### config.mk
export PLATFORM = sky130hd
export DESIGN_NAME = mul_feed_2239
export DESIGN_NICKNAME = d
export VERILOG_FILES = /design/src/rtl/mul_feed_2239_pkg.sv /design/src/rtl/mul_feed_2239_sync_fifo.sv /design/src/rtl/mul_feed_2239.sv
export SDC_FILE = /design/constraint.sdc
export NUM_CORES = 1
export LEC_CHECK = 0
export CORE_MARGIN = 3
export CORE_UTILIZATION = 35
export DETAILED_ROUTE_END_ITERATION = 16
export MAX_ROUTING_LAYER = met4
export PLACE_DENSITY = 0.58
export SLEW_MARGIN = 10
export SYNTH_ARGS = -nofsm -noshare
export SYNTH_HDL_FRONTEND = slang
export SYNTH_HIERARCHICAL = 1
export SYNTH_SLANG_ARGS = --single-unit
### constraint.sdc
create_clock -name clk -period 4.9 [get_ports clk]
set_input_delay 0.98 -clock clk [delete_from_list [all_inputs] [get_ports clk]]
set_output_delay 0.98 -clock clk [all_outputs]
set_load 0.05 [all_outputs]
### src/rtl/mul_feed_2239_pkg.sv
// -----------------------------------------------------------------------------
// mul_feed_2239_pkg
//
// Purpose : Constants and helper functions for the mod-2239 multiply feed and
//           the Barrett reducer that consumes its products.
//
// Contents:
//   Q_MOD       modulus (2239)
//   OP_W        operand width (12 bits, covers raw inputs up to 4095)
//   PROD_W      product width (23 bits, covers (Q-1)^2 = 5008644)
//   DEPTH_DEF   default depth of the output FIFO
//   reduce_once single conditional subtraction of q
//   out_of_range operand >= q detect
// -----------------------------------------------------------------------------
package mul_feed_2239_pkg;

    localparam int Q_MOD     = 2239;
    localparam int OP_W      = 12;
    localparam int PROD_W    = 23;
    localparam int DEPTH_DEF = 4;

    // One subtraction is enough: the largest 12-bit value minus q is already
    // below q (4095 - 2239 = 1856).
    function automatic logic [OP_W-1:0] reduce_once(
        input logic [OP_W-1:0] x,
        input logic [OP_W-1:0] q
    );
        return (x >= q) ? (x - q) : x;
    endfunction

    function automatic logic out_of_range(
        input logic [OP_W-1:0] x,
        input logic [OP_W-1:0] q
    );
        return (x >= q);
    endfunction

endpackage

### src/rtl/mul_feed_2239_sync_fifo.sv
// -----------------------------------------------------------------------------
// sync_fifo
//
// Purpose : Single-clock FIFO with synchronous active-high reset. DEPTH must
//           be a power of two so the pointers wrap naturally.
//
// Ports:
//   clk    in   clock, rising edge
//   rst    in   synchronous reset, active-high (clears pointers and count)
//   push   in   write din this edge (accepted when not full, or when popping)
//   pop    in   remove head this edge (ignored when empty)
//   din    in   write data
//   dout   out  head entry (valid while !empty)
//   full   out  count == DEPTH
//   empty  out  count == 0
//   count  out  current occupancy
// -----------------------------------------------------------------------------
module sync_fifo #(
    parameter int WIDTH = 8,
    parameter int DEPTH = 4
) (
    input  logic                     clk,
    input  logic                     rst,
    input  logic                     push,
    input  logic                     pop,
    input  logic [WIDTH-1:0]         din,
    output logic [WIDTH-1:0]         dout,
    output logic                     full,
    output logic                     empty,
    output logic [$clog2(DEPTH):0]   count
);

    localparam int AW = $clog2(DEPTH);
    localparam int CW = AW + 1;

    logic [WIDTH-1:0] mem [DEPTH];
    logic [AW-1:0]    wr_ptr;
    logic [AW-1:0]    rd_ptr;
    logic             do_push;
    logic             do_pop;

    assign full  = (count == CW'(DEPTH));
    assign empty = (count == '0);
    assign dout  = mem[rd_ptr];

    // A push into a full FIFO is legal when the head leaves on the same edge.
    assign do_pop  = pop && !empty;
    assign do_push = push && (!full || do_pop);

    always_ff @(posedge clk) begin
        if (do_push) begin
            mem[wr_ptr] <= din;
        end
    end

    always_ff @(posedge clk) begin
        if (rst) begin
            wr_ptr <= '0;
            rd_ptr <= '0;
            count  <= '0;
        end else begin
            if (do_push) begin
                wr_ptr <= wr_ptr + 1'b1;
            end
            if (do_pop) begin
                rd_ptr <= rd_ptr + 1'b1;
            end
            case ({do_push, do_pop})
                2'b10:   count <= count + 1'b1;
                2'b01:   count <= count - 1'b1;
                default: count <= count;
            endcase
        end
    end

endmodule

### src/rtl/mul_feed_2239.sv
// -----------------------------------------------------------------------------
// mul_feed_2239
//
// Purpose : Two-stage multiply feed for the mod-2239 Barrett reducer.
//           Stage 1 folds each operand into [0, Q) with one subtraction,
//           stage 2 forms the full 23-bit product, and an output FIFO
//           decouples the downstream consumer. The pipeline never stalls;
//           admission is governed by credits so every in-flight product is
//           guaranteed a FIFO slot.
//
// Ports:
//   clk        in   clock, rising edge
//   rst        in   synchronous reset, active-high
//   in_valid   in   operand pair present
//   in_ready   out  pair accepted this cycle (registered-state only)
//   in_a       in   operand A, 12-bit unsigned
//   in_b       in   operand B, 12-bit unsigned
//   out_valid  out  dout_p holds a product (FIFO not empty)
//   out_ready  in   downstream consumes dout_p
//   dout_p     out  product < Q*Q, FIFO head
//   err_range  out  sticky: an operand >= Q was accepted
//   err_clr    in   clears err_range (an overlapping set wins)
// -----------------------------------------------------------------------------
module mul_feed_2239
    import mul_feed_2239_pkg::*;
#(
    parameter int Q     = Q_MOD,
    parameter int DEPTH = DEPTH_DEF
) (
    input  logic              clk,
    input  logic              rst,
    input  logic              in_valid,
    output logic              in_ready,
    input  logic [OP_W-1:0]   in_a,
    input  logic [OP_W-1:0]   in_b,
    output logic              out_valid,
    input  logic              out_ready,
    output logic [PROD_W-1:0] dout_p,
    output logic              err_range,
    input  logic              err_clr
);

    localparam int              CW  = $clog2(DEPTH) + 1;
    localparam logic [OP_W-1:0] Q_L = OP_W'(Q);

    logic              accept;
    logic              range_hit;

    logic              s1_valid;
    logic [OP_W-1:0]   s1_a;
    logic [OP_W-1:0]   s1_b;

    logic              s2_valid;
    logic [PROD_W-1:0] s2_p;

    logic              fifo_full;
    logic              fifo_empty;
    logic [CW-1:0]     fifo_count;
    logic [CW:0]       credit_sum;

    // Everything admitted but not yet popped holds a credit. Built only from
    // registers, so in_ready has no path from in_valid or out_ready. The
    // full term is implied by the sum but keeps the FIFO flag meaningful.
    assign credit_sum = {1'b0, fifo_count}
                      + (CW+1)'(s1_valid)
                      + (CW+1)'(s2_valid);
    assign in_ready   = !fifo_full && (credit_sum < (CW+1)'(DEPTH));

    assign accept    = in_valid && in_ready;
    assign range_hit = accept && (out_of_range(in_a, Q_L) || out_of_range(in_b, Q_L));

    always_ff @(posedge clk) begin
        if (rst) begin
            s1_valid  <= 1'b0;
            s2_valid  <= 1'b0;
            err_range <= 1'b0;
        end else begin
            s1_valid <= accept;
            s2_valid <= s1_valid;

            if (range_hit) begin
                err_range <= 1'b1;
            end else if (err_clr) begin
                err_range <= 1'b0;
            end
        end
    end

    // Data registers carry no reset; their valid bits qualify them.
    always_ff @(posedge clk) begin
        if (accept) begin
            s1_a <= reduce_once(in_a, Q_L);
            s1_b <= reduce_once(in_b, Q_L);
        end
        if (s1_valid) begin
            // Both operands are below Q, so the product fits in PROD_W bits.
            s2_p <= PROD_W'(s1_a) * PROD_W'(s1_b);
        end
    end

    sync_fifo #(
        .WIDTH (PROD_W),
        .DEPTH (DEPTH)
    ) u_out_fifo (
        .clk   (clk),
        .rst   (rst),
        .push  (s2_valid),
        .pop   (out_ready),
        .din   (s2_p),
        .dout  (dout_p),
        .full  (fifo_full),
        .empty (fifo_empty),
        .count (fifo_count)
    );

    assign out_valid = !fifo_empty;

endmodule
==> results of run 1 <==
logic make-up (layout without fill, tap and decap cells):
group / count (synthesis) / in the layout
AOI/OAI and AO/OA: 65 / 65
muxes: 26 / 26
xor gates and xnor gates: 44 / 44
buffers and inverters: 173 / 334
adders and majority gates: 166 / 166
DFF: 151 / 151
and+or+nand+nor: 251 / 251
routing by layer:
layer / vias up / wire length, um / track usage
met1: 3211 / 10200 / 0.190
met5: - / 0 / -
met3: 23 / 724 / 0.0241
met2: 132 / 9850 / 0.217
li1: 3192 / - / -
met4: 0 / 310 / 0.0343
worst paths after layout:
check                                 end  slack, ns  cells after the start
worst max-delay path             s2_p[19]      -0.02                     17
worst min-delay path            err_range       0.49                      2
worst max register to register   s2_p[19]      -0.02                     17
worst min register to register  err_range       0.49                      2
state kept, by name, indices dropped and copies added (netlist names), named ones only:
name,cells
u_out_fifo/mem,92
s2_p,23
s1_a,12
s1_b,12
u_out_fifo/count,3
u_out_fifo/rd_ptr,2
u_out_fifo/wr_ptr,2
err_range,1
s1_valid,1
s2_valid,1
stage by stage:
step | cell area [um^2] | util
after floorplan | 10600 | -
after global placement | 12000 | 0.412
after detailed placement | 12000 | 0.412
after CTS | 12800 | 0.440
after global routing | 13300 | 0.455
final | 13300 | 0.455
repair_timing:
action	CTS	global route
gates resized for setup	22	84
pin swaps	7	87
setup buffers	17	19
endpoints found under the hold margin	0	0
setup endpoints to repair	10	12
hold buffers	0	0
worst reg2reg max path: stages, from the launching register on:
cell	delay [ns]
sky130_fd_sc_hd__edfxtp_1	0.50
sky130_fd_sc_hd__buf_6	0.17
sky130_fd_sc_hd__buf_4	0.13
sky130_fd_sc_hd__and2_1	0.14
sky130_fd_sc_hd__fa_1	0.46
sky130_fd_sc_hd__fa_1	0.52
sky130_fd_sc_hd__fa_1	0.54
sky130_fd_sc_hd__inv_1	0.05
sky130_fd_sc_hd__fa_1	0.53
sky130_fd_sc_hd__inv_1	0.06
sky130_fd_sc_hd__ha_4	0.27
sky130_fd_sc_hd__ha_4	0.19
sky130_fd_sc_hd__and3_4	0.18
sky130_fd_sc_hd__nand3_4	0.09
sky130_fd_sc_hd__a2111oi_4	0.06
sky130_fd_sc_hd__or4_4	0.55
sky130_fd_sc_hd__a21oi_2	0.16
sky130_fd_sc_hd__xnor2_1	0.08
placed cells by master (no fill, tap or decap), types with 7 or more instances in the layout:
| cell | instances |
|---|---|
| sky130_fd_sc_hd__a21oi_1 | 12 |
| sky130_fd_sc_hd__buf_4 | 87 |
| sky130_fd_sc_hd__nor2_1 | 28 |
| sky130_fd_sc_hd__nor2b_1 | 7 |
| sky130_fd_sc_hd__xor2_1 | 13 |
| sky130_fd_sc_hd__ha_4 | 12 |
| sky130_fd_sc_hd__ha_1 | 52 |
| sky130_fd_sc_hd__mux4_2 | 23 |
| sky130_fd_sc_hd__a21o_1 | 8 |
| sky130_fd_sc_hd__fa_1 | 93 |
| sky130_fd_sc_hd__and2_1 | 57 |
| sky130_fd_sc_hd__nand2_2 | 9 |
| sky130_fd_sc_hd__dfxtp_1 | 12 |
| sky130_fd_sc_hd__xnor2_1 | 30 |
| sky130_fd_sc_hd__inv_2 | 17 |
| sky130_fd_sc_hd__fa_2 | 7 |
| sky130_fd_sc_hd__and2_4 | 14 |
| sky130_fd_sc_hd__inv_1 | 122 |
| sky130_fd_sc_hd__nand2_1 | 100 |
| sky130_fd_sc_hd__and3_1 | 7 |
| sky130_fd_sc_hd__edfxtp_1 | 139 |
| sky130_fd_sc_hd__buf_6 | 20 |
| sky130_fd_sc_hd__clkdlybuf4s50_1 | 54 |
| sky130_fd_sc_hd__clkbuf_16 | 17 |
area by class of cell:
type	instances	share of cell area
clock buffers	17	0.0320
clock inverters	15	0.0133
inverters	139	0.0393
multi-input cells	552	0.439
flip-flops and latches	151	0.333
well taps	384	0.0362
repair buffers	163	0.108
==> results.md, run 1 <==
* Post-route antenna net violation count at 0
* Maximum clock rate at ~0.20 GHz
* Ratio of cells with drive above 1 in the final layout at 0.243
* Antenna violations before repair at 0
* Slew HR at 0.391
* Initial Util at 0.361
* Worst Path Buf+Inv at 4
* Mapped Cells at between 800 and 900
* Final clock period utilization by the worst path at 1.00
* Number of buffers inserted during clock tree synthesis at 17
* Status: complete, but fails checks
* Multi-input gate area at approximately 5800 um^2
* Count of boundary I/O pins at 55
* Total negative setup slack at -0.0228 ns
* Fin cells at roughly 1.4k
* RR Startpoint: s1_b[7]
* Area contributors post-synth: sky130_fd_sc_hd__edfxtp_1 (40%), sky130_fd_sc_hd__fa_1 (19%), sky130_fd_sc_hd__ha_1 (7.8%)
* Combinational family with the most area after synthesis: adder cells
* CTS tree: yes
* Tot GR Track Use at 0.139
* CTS sink count at ~150
* Area fraction in compound gates after synthesis at 0.0439
* Number of global-route vias before repair at ~6.8k
* Full die area at approximately 32000 um^2
* WL per Instance at ~15 um
* Height of the chip at around 180 um
* Register bit count reported by yosys at 151
* Number of endpoints failing setup at the final stage at 1
* Tightest Pin Transition at 0.912 ns
* Storage cell area at about 4400 um^2
* Final Max Tran Viols at 0
* Depth of the CTS H-tree at 4
* Number of different library cells in the post-synthesis netlist at 51
* Data required time at the worst endpoint at roughly 5.1 ns
* Type of the setup path with the least slack: flip-flop to flip-flop
* Worst Setup Start Kind: flip-flop
* Warnings, synthesis at 6
* Final count of hold timing violations at 0
* Syn_area_per_cell at 12.0 um^2
* Clock latency on the worst-skew pair at between 0.4 and 0.5 ns
* Worst setup EP type: flip-flop
* Area fraction of the dominant cell type after synthesis at 0.396
* Total wire length at between 20 and 25 mm
* Clk_skew at 0.0258 ns
* Maximum number of pins on one net before global-route repair at 26
* Post-synthesis instance area at between 10000 and 15000 um^2
* Most Frequent Cell on Critical Path: sky130_fd_sc_hd__fa_1
* Worst path max stage delay at between 0.5 and 0.6 ns
* Adder-Cell Fraction of Synth Area at 0.268
* Maximum buffer depth of the clock tree at 2
* Worst slack, placed at -0.259 ns
* Count of unresolved DRC violations after routing at 0
* Net count after synthesis at around 1.1k
* Cell at the root of the clock tree: sky130_fd_sc_hd__clkbuf_16
* Classification of the worst-slack hold path: flip-flop to flip-flop
* Total number of vias at 6558
* Sequential cell area fraction in the yosys report at 0.419
* Number of max-cap violations at 0
* Width of the die at 179 um
* Std-Cell Core Area at ~29000 um^2
* Estimated wirelength of the detail-placed design at 15.6 mm
* Final Wtd Congestion at approximately 0.87
* Number of filler cells placed in the layout at approximately 2.6k
* Number of violations reported at the end of detailed-routing iteration 0 at around 340
* Worst Hold Margin at just under 0.5 ns
* Failing checks: negative setup slack
* CP cell instances: buf_6 -> buf_4 -> and2_1 -> fa_1 -> fa_1 -> fa_1 -> inv_1 -> fa_1 -> inv_1 -> ha_4 -> ha_4 -> and3_4 -> nand3_4 -> a2111oi_4 -> or4_4 -> a21oi_2 -> xnor2_1
* Number of rows in the core area at between 60 and 70
* CP Max Fanout at 6
* Slowest-stage cell, CP: sky130_fd_sc_hd__or4_4
* Crit-path leading delay family: adder cells
* Via count normalized by instance count at roughly 4.6
* Global-route congestion overflow total at 0
* Clock transition at the registers of the reported paths at approximately 0.080 ns
* Critical path startpoint: s1_b[7]
* Count of antenna diodes in the layout at 0
* 1st-pass router iterations at 4
* Final critical path time including I/O delays and setup at 4.92 ns
* Post-synth top area cell: sky130_fd_sc_hd__edfxtp_1
* Crit path arrival time at between 5 and 6 ns
* Setup repair after global routing missed its margin: yes
* Cell total after placement at approximately 1.4k
* EDFF count, synth at between 100 and 150
* Share of async-settable or async-resettable flops after synthesis at 0
* Share of synthesized area spent on multiplexers at 0.0521
* First-pass GRT wire length at roughly 35 mm
* Xor/xnor cell area share of the yosys netlist at 0.0366
* Hold path start: err_range
* Simple-Gate Fraction of Synth Area at 0.117
* Most frequently used flop master after synthesis: sky130_fd_sc_hd__edfxtp_1
* Total Nets Final at between 1k and 1.5k
* Number of input and output port buffers inserted at between 50 and 60
* Post-route setup slack at -0.0228 ns
* Area Overhead vs Synth at 26.0%
* Most numerous cell types in the synthesized netlist: sky130_fd_sc_hd__edfxtp_1 (139), sky130_fd_sc_hd__inv_1 (139), sky130_fd_sc_hd__nand2_1 (110), sky130_fd_sc_hd__fa_1 (100), sky130_fd_sc_hd__and2_1 (70)
Power of run 1 is left out: the tool's default activity adds up to more than one toggle a clock period on the data nets, which glitch-free logic cannot reach.
==> run 2: changes to the inputs <==
Settings changed: CORE_MARGIN 3 to 2.
==> run 2 against run 1 <==
  * First-iteration DRC count decreased by 19%
  * Fmax is 1.7% lower
  * Via count up 0.27%
  * Largest cell class unchanged
  * The run still ends with negative setup slack left
==> results.md, run 2 (synthesized netlist as in run 1, its figures left out) <==
* Status: complete, but fails checks (unchanged)
* Failing checks: negative setup slack (unchanged)
* CTS tree: yes (unchanged)
* Count of boundary I/O pins at 55 (unchanged)
* Placed standard-cell area at 12000 um^2 (about the same)
* Most common cell after layout, fill and taps aside: sky130_fd_sc_hd__edfxtp_1 (unchanged)
* Count of antenna diodes in the layout at 0 (unchanged)
* Final Max Tran Viols at 0 (unchanged)
* Std-Cell Core Area at 29600 um^2 (was 29200 um^2)
* Hold path start: err_range (unchanged)
* Hold Path Cell Cnt at 2 (unchanged)
* Crit path arrival time at 5.18 ns (was 5.12 ns)
* Depth of the CTS H-tree at 4 (unchanged)
* Via count normalized by instance count at 4.58 (was 4.62)
* Number of global-route vias before repair at 7097 (was 6773)
* Initial Util at 0.355 (was 0.361)
* WL per Instance at 14.7 um (was 14.8 um)
* Number of max-cap violations at 0 (unchanged)
* Global-route congestion overflow total at 0 (unchanged)
* Number of filler cells placed in the layout at 2727 (was 2619)
* Final Wtd Congestion at 0.856 (was 0.868)
* Summed area of non-filler cells in the final layout at 13400 um^2 (was 13300 um^2)
* Tot GR Track Use at 0.147 (was 0.139)
* Number of endpoints failing setup at the final stage at 2 (was 1)
* Full die area at 31500 um^2 (was 32200 um^2)
* Slowest-stage cell, CP: sky130_fd_sc_hd__or4_4 (unchanged)
* CTS sink count at 151 (unchanged)
* Slew HR at 0.409 (was 0.391)
* Post-route setup slack at -0.108 ns (was -0.0228 ns)
* Number of violations reported at the end of detailed-routing iteration 0 at 279 (was 344)
* Critical path startpoint: s1_b[5] (was s1_b[7])
* Count of unresolved DRC violations after routing at 0 (unchanged)
* Final critical path time including I/O delays and setup at 5.01 ns (was 4.92 ns)
* Estimated wirelength of the detail-placed design at 15.7 mm (was 15.6 mm)
* Clock transition at the registers of the reported paths at 0.07 ns (was 0.08 ns)
* Total negative setup slack at -0.109 ns (was -0.0228 ns)
* Most Frequent Cell on Critical Path: sky130_fd_sc_hd__fa_1 (unchanged)
* Post-route antenna net violation count at 0 (unchanged)
* Maximum clock rate at 0.200 GHz (was 0.203 GHz)
* Cell at the root of the clock tree: sky130_fd_sc_hd__clkbuf_16 (unchanged)
* Tightest Pin Transition at 0.886 ns (was 0.912 ns)
* Classification of the worst-slack hold path: flip-flop to flip-flop (unchanged)
* Most frequent cells in the layout: sky130_fd_sc_hd__edfxtp_1 (139), sky130_fd_sc_hd__inv_1 (126), sky130_fd_sc_hd__nand2_1 (100) (was sky130_fd_sc_hd__edfxtp_1 (139), sky130_fd_sc_hd__inv_1 (122), sky130_fd_sc_hd__nand2_1 (100))
* Largest registers: u_out_fifo/mem x92, s2_p x23 (unchanged)
* Setup repair after global routing missed its margin: yes (unchanged)
* Height of the chip at 177 um (was 179 um)
* Final count of hold timing violations at 0 (unchanged)
* Largest register by flop count: u_out_fifo/mem (unchanged)
* Worst Setup Start Kind: flip-flop (unchanged)
* Number of input and output port buffers inserted at 54 (unchanged)
* CP Max Fanout at 6 (unchanged)
* Maximum buffer depth of the clock tree at 2 (unchanged)
* Final clock period utilization by the worst path at 1.02 (was 1.00)
* Area Overhead vs Synth at 27.4% (was 26.0%)
* Type of the setup path with the least slack: flip-flop to flip-flop (unchanged)
* 1st-pass router iterations at 5 (was 4)
* Antenna violations before repair at 0 (unchanged)
* Worst setup EP type: flip-flop (unchanged)
* Largest register FFs at 92 (unchanged)
* CP cell instances: buf_6 -> and2_4 -> fa_1 -> ha_2 -> fa_1 -> inv_1 -> fa_1 -> fa_1 -> inv_2 -> ha_4 -> and2_4 -> a221oi_4 -> a2111oi_4 -> or4_4 -> a21oi_4 -> xnor2_1 (was buf_6 -> buf_4 -> and2_1 -> fa_1 -> fa_1 -> fa_1 -> inv_1 -> fa_1 -> inv_1 -> ha_4 -> ha_4 -> and3_4 -> nand3_4 -> a2111oi_4 -> or4_4 -> a21oi_2 -> xnor2_1)
* RR Startpoint: s1_b[5] (was s1_b[7])
* Number of rows in the core area at 63 (was 62)
* Width of the die at 177 um (was 179 um)
* Data required time at the worst endpoint at 5.07 ns (was 5.10 ns)
* Number of buffers inserted during clock tree synthesis at 17 (unchanged)
* Post-cts hold buffer count at 0 (unchanged)
* Clock latency on the worst-skew pair at 0.43 ns (was 0.44 ns)
* Clk_skew at 0.0127 ns (was 0.0258 ns)
* First-pass GRT wire length at 35.2 mm (was 35.3 mm)
* Ratio of cells with drive above 1 in the final layout at 0.248 (was 0.243)
* Maximum number of pins on one net before global-route repair at 26 (unchanged)
* Total number of vias at 6576 (was 6558)
* Total Nets Final at 1227 (was 1219)
* R2R setup slack at -0.11 ns (was -0.02 ns)
* Worst path max stage delay at 0.58 ns (was 0.55 ns)
* R2R Path End: s2_p[19] (unchanged)
* Total wire length at 21.1 mm (about the same)
* Endpoint with the worst hold slack: err_range (unchanged)
* Cell count of the worst reg-to-reg path at 16 (was 17)
run 2: cell types whose count changed in the layout (fill, tap and decap cells not counted), moves of 4 or more:
cell,before,now
sky130_fd_sc_hd__inv_1,122,126
sky130_fd_sc_hd__inv_2,17,13
sky130_fd_sc_hd__and2_1,57,61
sky130_fd_sc_hd__o21ai_1,5,1
sky130_fd_sc_hd__and2_4,14,10
sky130_fd_sc_hd__buf_4,87,98
run 2: how the worst max path moves through the flow:
stage	end	depth (start not counted)	slack [ns]
2_1_floorplan	s2_p[19]	17	-0.01
3_3_place_gp	s2_p[19]	15	-0.23
3_5_place_dp	s2_p[22]	17	-0.29
4_1_cts	s2_p[19]	18	-0.08
5_1_grt	s2_p[19]	17	-0.27
6_report	s2_p[19]	16	-0.11
run 2: routing by layer:
| metal | share of wire | track usage | vias up | routed length (um) |
|---|---|---|---|---|
| met4 | 0.020 | 0.0441 | 0 | 422 |
| met5 | 0 | - | - | 0 |
| met1 | 0.47 | 0.188 | 3206 | 10000 |
| met3 | 0.029 | 0.0227 | 32 | 620 |
| met2 | 0.48 | 0.241 | 129 | 10100 |
| li1 | - | - | 3209 | - |
run 2: what timing repair did:
action / in CTS / in global routing
pin swaps: 46 / 63
endpoints found under the setup margin: 10 / 12
resized for setup: 44 / 64
endpoints found under the hold margin: 0 / 0
setup buffers: 32 / 8
run 2: layout make-up:
| class | instances | area (um^2) | area share |
|---|---|---|---|
| clock buffers | 17 | 425 | 0.0317 |
| well taps | 390 | 488 | 0.0364 |
| repair buffers | 171 | 1490 | 0.111 |
| inverters | 139 | 522 | 0.0389 |
| clock inverters | 15 | 194 | 0.0144 |
| flip-flops and latches | 151 | 4410 | 0.329 |
| multi-input cells | 552 | 5890 | 0.439 |
run 2: worst max-delay path: cells and delay by family (launching register included):
family,cells,cell delay [ns]
AO/OA/AOI/OAI,3,0.61
AND/OR/NAND/NOR,3,0.88
XOR/XNOR,1,0.08
flip-flops,1,0.52
adder cells (fa/ha/maj),6,2.38
buffers and inverters,3,0.29
run 2: stage by stage:
stage	utilization	std cells	hold WS (ns)	worst slack (ns)
final	0.453	1435	0.478	-0.108
after detailed placement	0.406	1363	0.466	-0.286
after global routing	0.453	1435	0.528	-0.271
after CTS	0.442	1427	0.477	-0.0837
after floorplan	-	876	0.459	-0.0132
after global placement	0.406	1363	0.466	-0.231
Power of run 2 is left out for the same reason.
